`src/rtl/pipelined_control_unit.sv`:
```
// Pipelined control unit: single ID decode, registered EX/MEM/WB bundles,
// load-use stall, branch/jump flush, overflow squash and halt drain.
module pipelined_control_unit #(
    parameter int OPW = 4,
    parameter int FCW = 4,
    parameter int RAW = 4,
    parameter logic [FCW-1:0] OP2_FUNCT = 4'b1111,
    parameter int DRAIN_CYCLES = 3
) (
    input  logic           clk,
    input  logic           rst,
    input  logic           id_valid,
    input  logic [OPW-1:0] id_opcode,
    input  logic [FCW-1:0] id_funct,
    input  logic [RAW-1:0] id_rs1,
    input  logic [RAW-1:0] id_rs2,
    input  logic [RAW-1:0] id_rd,
    input  logic           ex_branch_taken,
    input  logic           ex_overflow,
    output logic           stall,
    output logic           flush_ifid,
    output logic           id_branch,
    output logic           id_jump,
    output logic [1:0]     id_offset_select,
    output logic [1:0]     id_branch_select,
    output logic [OPW-1:0] ex_aluop,
    output logic [2:0]     ex_alusrc1,
    output logic [2:0]     ex_alusrc2,
    output logic           mem_read,
    output logic           mem_write,
    output logic           mem_store_byte,
    output logic           wb_reg_write,
    output logic           wb_write_op2,
    output logic [1:0]     wb_mem_to_reg,
    output logic [RAW-1:0] wb_rd,
    output logic           exception,
    output logic           halted
);

    localparam logic [OPW-1:0] OP_A    = OPW'(4'h1);
    localparam logic [OPW-1:0] OP_AND  = OPW'(4'h2);
    localparam logic [OPW-1:0] OP_OR   = OPW'(4'h3);
    localparam logic [OPW-1:0] OP_LBU  = OPW'(4'h4);
    localparam logic [OPW-1:0] OP_SB   = OPW'(4'h5);
    localparam logic [OPW-1:0] OP_LW   = OPW'(4'h6);
    localparam logic [OPW-1:0] OP_SW   = OPW'(4'h7);
    localparam logic [OPW-1:0] OP_JMP  = OPW'(4'h8);
    localparam logic [OPW-1:0] OP_BLT  = OPW'(4'hC);
    localparam logic [OPW-1:0] OP_BGT  = OPW'(4'hD);
    localparam logic [OPW-1:0] OP_BEQ  = OPW'(4'hE);
    localparam logic [OPW-1:0] OP_HALT = OPW'(4'hF);

    localparam logic [1:0] S_RUN    = 2'd0;
    localparam logic [1:0] S_DRAIN  = 2'd1;
    localparam logic [1:0] S_HALTED = 2'd2;

    localparam int CW = (DRAIN_CYCLES > 1) ? $clog2(DRAIN_CYCLES) : 1;
    localparam logic [CW-1:0] CNT_LAST = CW'(DRAIN_CYCLES - 1);

    typedef struct packed {
        logic read;
        logic write;
        logic store_byte;
    } mem_t;

    typedef struct packed {
        logic           reg_write;
        logic           write_op2;
        logic [1:0]     mem_to_reg;
        logic [RAW-1:0] rd;
    } wb_t;

    typedef struct packed {
        logic [OPW-1:0] aluop;
        logic [2:0]     alusrc1;
        logic [2:0]     alusrc2;
        logic           branch;
        logic           load;
        logic           alu;
        mem_t           mem;
        wb_t            wb;
    } idex_t;

    typedef struct packed {
        mem_t mem;
        wb_t  wb;
    } exmem_t;

    idex_t   dec;
    idex_t   idex;
    exmem_t  exmem;
    wb_t     memwb;
    logic [1:0]    state;
    logic [CW-1:0] cnt;

    logic is_a, is_and, is_or, is_lbu, is_sb, is_lw, is_sw;
    logic is_jmp, is_blt, is_bgt, is_beq, is_halt;

    assign is_a    = id_valid && (id_opcode == OP_A);
    assign is_and  = id_valid && (id_opcode == OP_AND);
    assign is_or   = id_valid && (id_opcode == OP_OR);
    assign is_lbu  = id_valid && (id_opcode == OP_LBU);
    assign is_sb   = id_valid && (id_opcode == OP_SB);
    assign is_lw   = id_valid && (id_opcode == OP_LW);
    assign is_sw   = id_valid && (id_opcode == OP_SW);
    assign is_jmp  = id_valid && (id_opcode == OP_JMP);
    assign is_blt  = id_valid && (id_opcode == OP_BLT);
    assign is_bgt  = id_valid && (id_opcode == OP_BGT);
    assign is_beq  = id_valid && (id_opcode == OP_BEQ);
    assign is_halt = id_valid && (id_opcode == OP_HALT);

    always_comb begin
        dec = '0;
        id_branch = 1'b0;
        id_jump = 1'b0;
        id_offset_select = 2'b00;
        id_branch_select = 2'b00;
        unique case (1'b1)
            is_a: begin
                dec.aluop = id_opcode;
                dec.alu = 1'b1;
                dec.wb.reg_write = 1'b1;
                dec.wb.write_op2 = (id_funct == OP2_FUNCT);
                dec.wb.rd = id_rd;
            end
            is_and, is_or: begin
                dec.aluop = id_opcode;
                dec.alusrc1 = 3'b001;
                dec.alu = 1'b1;
                dec.wb.reg_write = 1'b1;
                dec.wb.rd = id_rd;
            end
            is_lbu, is_lw: begin
                dec.aluop = id_opcode;
                dec.alusrc2 = 3'b001;
                dec.load = 1'b1;
                dec.mem.read = 1'b1;
                dec.wb.reg_write = 1'b1;
                dec.wb.mem_to_reg = is_lbu ? 2'b10 : 2'b01;
                dec.wb.rd = id_rd;
            end
            is_sb, is_sw: begin
                dec.aluop = id_opcode;
                dec.alusrc2 = 3'b001;
                dec.mem.write = 1'b1;
                dec.mem.store_byte = is_sb;
            end
            is_jmp: begin
                dec.aluop = id_opcode;
                id_jump = 1'b1;
                id_offset_select = 2'b10;
            end
            is_blt, is_bgt, is_beq: begin
                dec.aluop = id_opcode;
                dec.alusrc1 = 3'b010;
                dec.branch = 1'b1;
                id_branch = 1'b1;
                id_offset_select = 2'b01;
                id_branch_select = is_blt ? 2'b00 : (is_bgt ? 2'b01 : 2'b10);
            end
            default: ;
        endcase
    end

    logic ovf_sq, br_flush, load_use, hold, bubble, halt_go;

    assign ovf_sq   = idex.alu && ex_overflow;
    assign br_flush = idex.branch && ex_branch_taken;
    assign load_use = idex.load && id_valid &&
                      ((idex.wb.rd == id_rs1) || (idex.wb.rd == id_rs2));
    assign hold     = (state != S_RUN);
    assign bubble   = ovf_sq || br_flush || load_use || hold;
    assign halt_go  = (state == S_RUN) && is_halt && !bubble;

    // Flush and overflow outrank every stall source
    assign stall      = !rst && !ovf_sq && !br_flush && (load_use || hold);
    assign flush_ifid = !rst && (ovf_sq || br_flush ||
                                 (id_jump && !load_use && !hold));
    assign exception  = !rst && ovf_sq;
    assign halted     = (state == S_HALTED);

    always_ff @(posedge clk) begin
        if (rst) begin
            idex  <= '0;
            exmem <= '0;
            memwb <= '0;
        end else begin
            idex  <= bubble ? '0 : dec;
            exmem <= ovf_sq ? '0 : {idex.mem, idex.wb};
            memwb <= exmem.wb;
        end
    end

    always_ff @(posedge clk) begin
        if (rst) begin
            state <= S_RUN;
            cnt   <= '0;
        end else begin
            case (state)
                S_RUN: begin
                    if (halt_go) begin
                        state <= S_DRAIN;
                        cnt   <= '0;
                    end
                end
                S_DRAIN: begin
                    if (cnt == CNT_LAST) begin
                        state <= S_HALTED;
                        cnt   <= '0;
                    end else begin
                        cnt <= cnt + 1'b1;
                    end
                end
                S_HALTED: state <= S_HALTED;
                default:  state <= S_RUN;
            endcase
        end
    end

    assign ex_aluop       = idex.aluop;
    assign ex_alusrc1     = idex.alusrc1;
    assign ex_alusrc2     = idex.alusrc2;
    assign mem_read       = exmem.mem.read;
    assign mem_write      = exmem.mem.write;
    assign mem_store_byte = exmem.mem.store_byte;
    assign wb_reg_write   = memwb.reg_write;
    assign wb_write_op2   = memwb.write_op2;
    assign wb_mem_to_reg  = memwb.mem_to_reg;
    assign wb_rd          = memwb.rd;

endmodule

```
`config.mk`:
```
export PLATFORM = sky130hd
export DESIGN_NAME = pipelined_control_unit
export DESIGN_NICKNAME = d
export VERILOG_FILES = /design/src/rtl/pipelined_control_unit.sv
export SDC_FILE = /design/constraint.sdc
export NUM_CORES = 1
export LEC_CHECK = 0
export ABC_AREA = 1
export CAP_MARGIN = 5
export CORE_ASPECT_RATIO = 1.2
export CORE_MARGIN = 5
export CORE_UTILIZATION = 30
export DETAILED_ROUTE_END_ITERATION = 10
export PLACE_DENSITY = 0.66
export SETUP_SLACK_MARGIN = 0.02
export SYNTH_ARGS = -nofsm -noshare
export SYNTH_HDL_FRONTEND = slang
export SYNTH_SLANG_ARGS = --single-unit
```
`constraint.sdc`:
```
create_clock -name clk -period 1.5 [get_ports clk]
set_clock_uncertainty 0.2 [all_clocks]
set_input_delay 0.225 -clock clk [delete_from_list [all_inputs] [get_ports clk]]
set_output_delay 0.225 -clock clk [all_outputs]
set_load 0.05 [all_outputs]
```
### Word-level counts from Yosys, hierarchy flattened

Index checks and enable logic that the tools add are counted.

* reductions and logical operators: 57
* eq/ne operators: 20
* add/subtract/negate cells: 1
* multiplexer cells: 19
* bitwise operators: 5

Operators with widths (count)
* $logic_and A1 B1 Y1: 25
* $eq A4 B4 Y1 const B: 6
* $reduce_or A3 Y1: 7
* $mux W2: 9
* $eq A4 B3 Y1 const B: 4
* $pmux W2 S2: 3
* $reduce_or A11 Y1: 1
* $reduce_or A2 Y1: 5
* $eq A4 B2 Y1 const B: 2
* $eq A4 B4 Y1: 2
* $logic_not A1 Y1: 6
* $logic_or A1 B1 Y1: 6
* $mux W1: 6
* $pmux W2 S3: 1
* $not A1 Y1: 5
* $reduce_or A5 Y1: 1
* $eq A2 B2 Y1 const B: 2
* $eq A4 B1 Y1 const B: 1
* $ne A2 B2 Y1 const B: 2
* $reduce_and A2 Y1: 2
* $reduce_bool A2 Y1: 2
* $reduce_or A4 Y1: 1
* $add A2 B1 Y2 const B: 1
* $eq A2 B1 Y1 const B: 1
* $logic_not A2 Y1: 1

* register bits after elaboration: 46
* logic and storage cells: 127
* output and inout bits: 31
* input port bits: 25

### Logic depth before layout (Yosys ltp)

* depth in word-level cells: 9
* gate-level depth with buffers: 12
* depth with buffers taken out: 12

### Least setup slack after synthesis

No wires, ideal clock.

* kind: input port to output port
* from: input id_opcode[1]
* to: output flush_ifid
* data arrival time: 2.313 ns
* setup slack: -1.238 ns
* stages on the path: 5
* path buffers: 0
* path through: nor2_1 > inv_1 > nor4_2 > nand2_1 > a21oi_1

* cells in the longest elaborated chain, start to end: 7

Ends and longest elaborated chain
* start, declared: RTL line 13 `input logic [OPW-1:0] id_opcode,`
* $eq A4 B4 Y1: RTL line 106 `assign is_jmp = id_valid && (id_opcode == OP_JMP);`
* $logic_and A1 B1 Y1: RTL line 106
* $mux W1: RTL line 118 `unique case (1'b1)`
* net id_jump: RTL line 23 `output logic id_jump,`
* $logic_and A1 B1 Y1 (2 in a row): RTL line 178 `(id_jump && !load_use && !hold));`
* $logic_or A1 B1 Y1: RTL line 177 `assign flush_ifid = !rst && (ovf_sq || br_flush ||`
* $logic_and A1 B1 Y1: RTL line 177
* end, declared: RTL line 21 `output logic flush_ifid,`

The timed path passes the listed nets, and every way through them passes these cells.

### Final worst setup path

* from: input id_rs1[2]
* to: output flush_ifid

* cells in the longest elaborated chain, start to end: 8

Ends and longest elaborated chain
* start, declared: RTL line 15 `input logic [RAW-1:0] id_rs1,`
* $eq A4 B4 Y1: RTL line 170 `((idex.wb.rd == id_rs1) || (idex.wb.rd == id_rs2));`
* $logic_or A1 B1 Y1: RTL line 170
* $logic_and A1 B1 Y1: RTL line 169 `assign load_use = idex.load && id_valid &&`
* $logic_not A1 Y1: RTL line 178
* $logic_and A1 B1 Y1 (2 in a row): RTL line 178
* $logic_or A1 B1 Y1: RTL line 177
* $logic_and A1 B1 Y1: RTL line 177

Every way passes these cells.

==> summary.md <==
| Metric | Value |
|---|---|
| Worst Setup End Kind | output pin |
| P per Cell Area | 785 mW/mm^2 |
| Max Clk Rate | 486 MHz |
| Slowest stage delay, CP | 490 ps |
| Post-route worst setup slack | -559 ps |
| Worst R2R Path Depth | 14 |
| Core ar. | 0.00571 sq mm |
| Net Sw Frac | 29.2% |
| Status | finished, violations left |
| Routed WL per cell | 11.0 um |
| IO buf count | 52 |
| Hold buffers post-CTS | 0 |
| Worst Hold Launch | id_valid |
| Die height | 94.3 um |
| Peak VDD IR | 0.522 mV |
| Synth top area share | 48.5% |
| Fill cells | 484 |
| Final Net Count | 379 |
| Crit Path Category | input port to output pin |
| Die X | 80.2 um |
| Biggest regs | idex (13), exmem (8) |
| Min-Delay Path Class | input port to register |
| Worst endpoint required time | 1070 ps |
| Drt pass-1 iters | 4 |
| Most used cell, CP | nand2_1 |
| Fraction of layout cells with a size suffix above 1 | 45.7% |
| Area Overhead vs Synth | 94.4% |
| TritonCTS clock tree | done |
| DIE AREA | 0.00756 sq mm |
| CP max-delay cell | clkdlybuf4s50_1 |
| Final setup viols | 28 |
| Reg2reg start | idex[3] |
| Site row count | 30 |
| Initial core utilization | 31.1% |
| WHS Path Cells | 4 |
| Worst Setup SP | id_rs1[2] |
| Multi-input gate area | 823 sq um |
| Final worst-path cycle share | 137% |
| Congestion Overflow GR | 0 |
| Synth unique cells | 25 |
| Synth warnings | 0 |
| DRC | 0 |
| CP cell instances | clkdlybuf4s50_1 -> nand2_1 -> nand2_1 -> nor2_1 -> nand2_1 -> nand2_2 -> a21oi_4 -> nand2_2 -> a21oi_4 -> buf_12 |
| Max Root-Sink Buffers | 2 |
| Post-synthesis cell count | 242 |
| Reg clk slew, reported paths | 90 ps |
| Total Routed Length | 4750 um |
| Final ANT Viol Nets | 0 |
| Max cap viols | 0 |
| Total Power | 2.71 mW |
| NetSw | 0.791 mW |
| Cell taking the most area after synthesis | dfxtp_1 |
| CTS buffer count | 5 |
| Startpoint types | input port |
| Final hold violations | 0 |
| Leakage power | 1.56 nW |
| Max reg flops | 13 |
| Main area contributors after synthesis | dfxtp_1 48%, nor2_1 10%, inv_1 9.7%, nand2_1 8.5%, buf_4 4.7% |
| Worst-Skew Late Latency | 300 ps |
| GRT Total Usage | 13.1% |
| Post-synthesis cell area | 0.00178 sq mm |
| Reg power frac | 43.8% |
| # IOs | 56 |
| CTS H-tree depth | 2 |
| Clock period minus worst slack | 2060 ps |
| Largest net degree at the start of global routing | 15 |
| Synth Register Bits | 43 |
| Combinational fraction of design power | 27.2% |
| Critical Path AT | 1630 ps |
| Root Buffer | clkbuf_8 |
| Post-synthesis sequential area ratio | 48.5% |
| Via density | 4.11 |
| Largest Register | idex |
| DP HPWL | 3380 um |
| Slew Limit Fails | 0 |
| Mean area per synthesized cell | 7.34 sq um |
| Final weighted congestion in routability-driven placement | 0.844 |
| First-pass GRT wire length | 7510 um |
| Total area of sequential cells | 868 sq um |
| Iteration-0 DRC Markers | 52 |
| WHS | 113 ps |
| Dpl ws | -686 ps |
| Initial antenna violation count | 0 |
| Antenna Cells | 0 |
| Failing checks | setup timing |
| CP Max Fanout | 3 |
| Vias in the first global route | 1752 |
| Clock sinks | 43 |
| Via count | 1777 |
| Int Power | 1.92 mW |
| Unrepaired setup endpoints after global routing | yes |
| Power share of the clock group | 28.9% |
[routing by layer]
metal / part of all wire (%) / track usage, % / vias up
met5: 0 / 0 / -
met4: 4.7 / 8.17 / 0
met3: 4.5 / 3.07 / 19
met2: 54 / 24.2 / 42
met1: 37 / 12.8 / 804
li1: - / - / 912
[Yosys cell counts]
cell type	instances
nor4_1	2
nand3_1	7
o21ai_1	1
nand2_1	40
clkbuf_1	2
conb_1	1
inv_1	46
o211a_1	1
a21oi_1	7
nor2_2	3
o31ai_1	1
nand4_1	1
a211oi_1	1
nor3_2	2
nor2_1	48
dfxtp_1	43
buf_4	11
nand2_2	1
nor4_2	1
ha_1	3
nor2_4	1
nor3_1	2
nand4_4	1
o21ai_0	1
inv_2	15
[final timing paths]
check                endpoint  slack, ps
max reg2reg     ex_alusrc2[0]       -400
max                flush_ifid       -560
min reg2reg  wb_mem_to_reg[1]        200
min                  idex[10]        110
[stage by stage]
step	area [sq um]	TNS (ps)	instances	utilization, %
floorplan	1850	-1910	244	-
global placement	3010	-16070	409	52.7
detailed placement	3010	-17460	409	52.7
CTS	3320	-6150	424	58.2
global route	3450	-12490	432	60.5
finish	3450	-8750	432	60.5
[timing repair]
item                       in CTS  in global routing
setup endpoints to repair      33                 34
cloned                          0                  0
resized for setup              70                 16
setup buffers                   9                  9
pin swaps                      20                 15
[critical path, delay by kind of cell]
family                 cells  cell delay, ps
buffers and inverters      2             640
and+or+nand+nor            6             400
AOI/OAI and AO/OA          2             370
[cells in the final DEF (no fill, tap or decap), types with 3 or more instances in the layout]
cell,netlist,layout
dfxtp_2,0,6
clkbuf_8,0,6
a21oi_1,7,4
nor2_1,48,36
nor4_4,0,3
buf_12,0,29
nor2_4,1,10
nand2_1,40,36
nand3_1,7,6
dlygate4sd2_1,0,6
conb_1,1,3
dfxtp_1,43,37
buf_6,0,19
clkdlybuf4s50_1,0,13
nand2_2,1,4
inv_2,15,15
inv_1,46,44
buf_4,11,44
nor2_2,3,6
[cell type report]
type	instances	share of cell area, %
sequential	43	25.2
clock buffer	6	2.39
tap	80	2.90
inverter	61	6.78
multi-input combinational	127	23.8
timing repair buffer	113	38.5
clock inverter	2	0.471
[power groups by stage]
stage	logic, mW	registers (mW)	clock network (mW)
floorplan	0.290	1.22	0
global placement	0.586	1.21	0
detailed placement	0.598	1.21	0
CTS	0.667	1.19	0.798
global route	0.790	1.19	0.857
finish	0.738	1.19	0.784
[cells by family after synthesis]
group,Yosys count,synth area share [%]
AOI/OAI and AO/OA,12,3.95
adders and majority gates,3,2.11
buffers and inverters,74,18.0
DFF,43,48.5
other,1,0.211
and+or+nand+nor,109,27.3
Note: power is estimated with default switching activity, not from simulation.
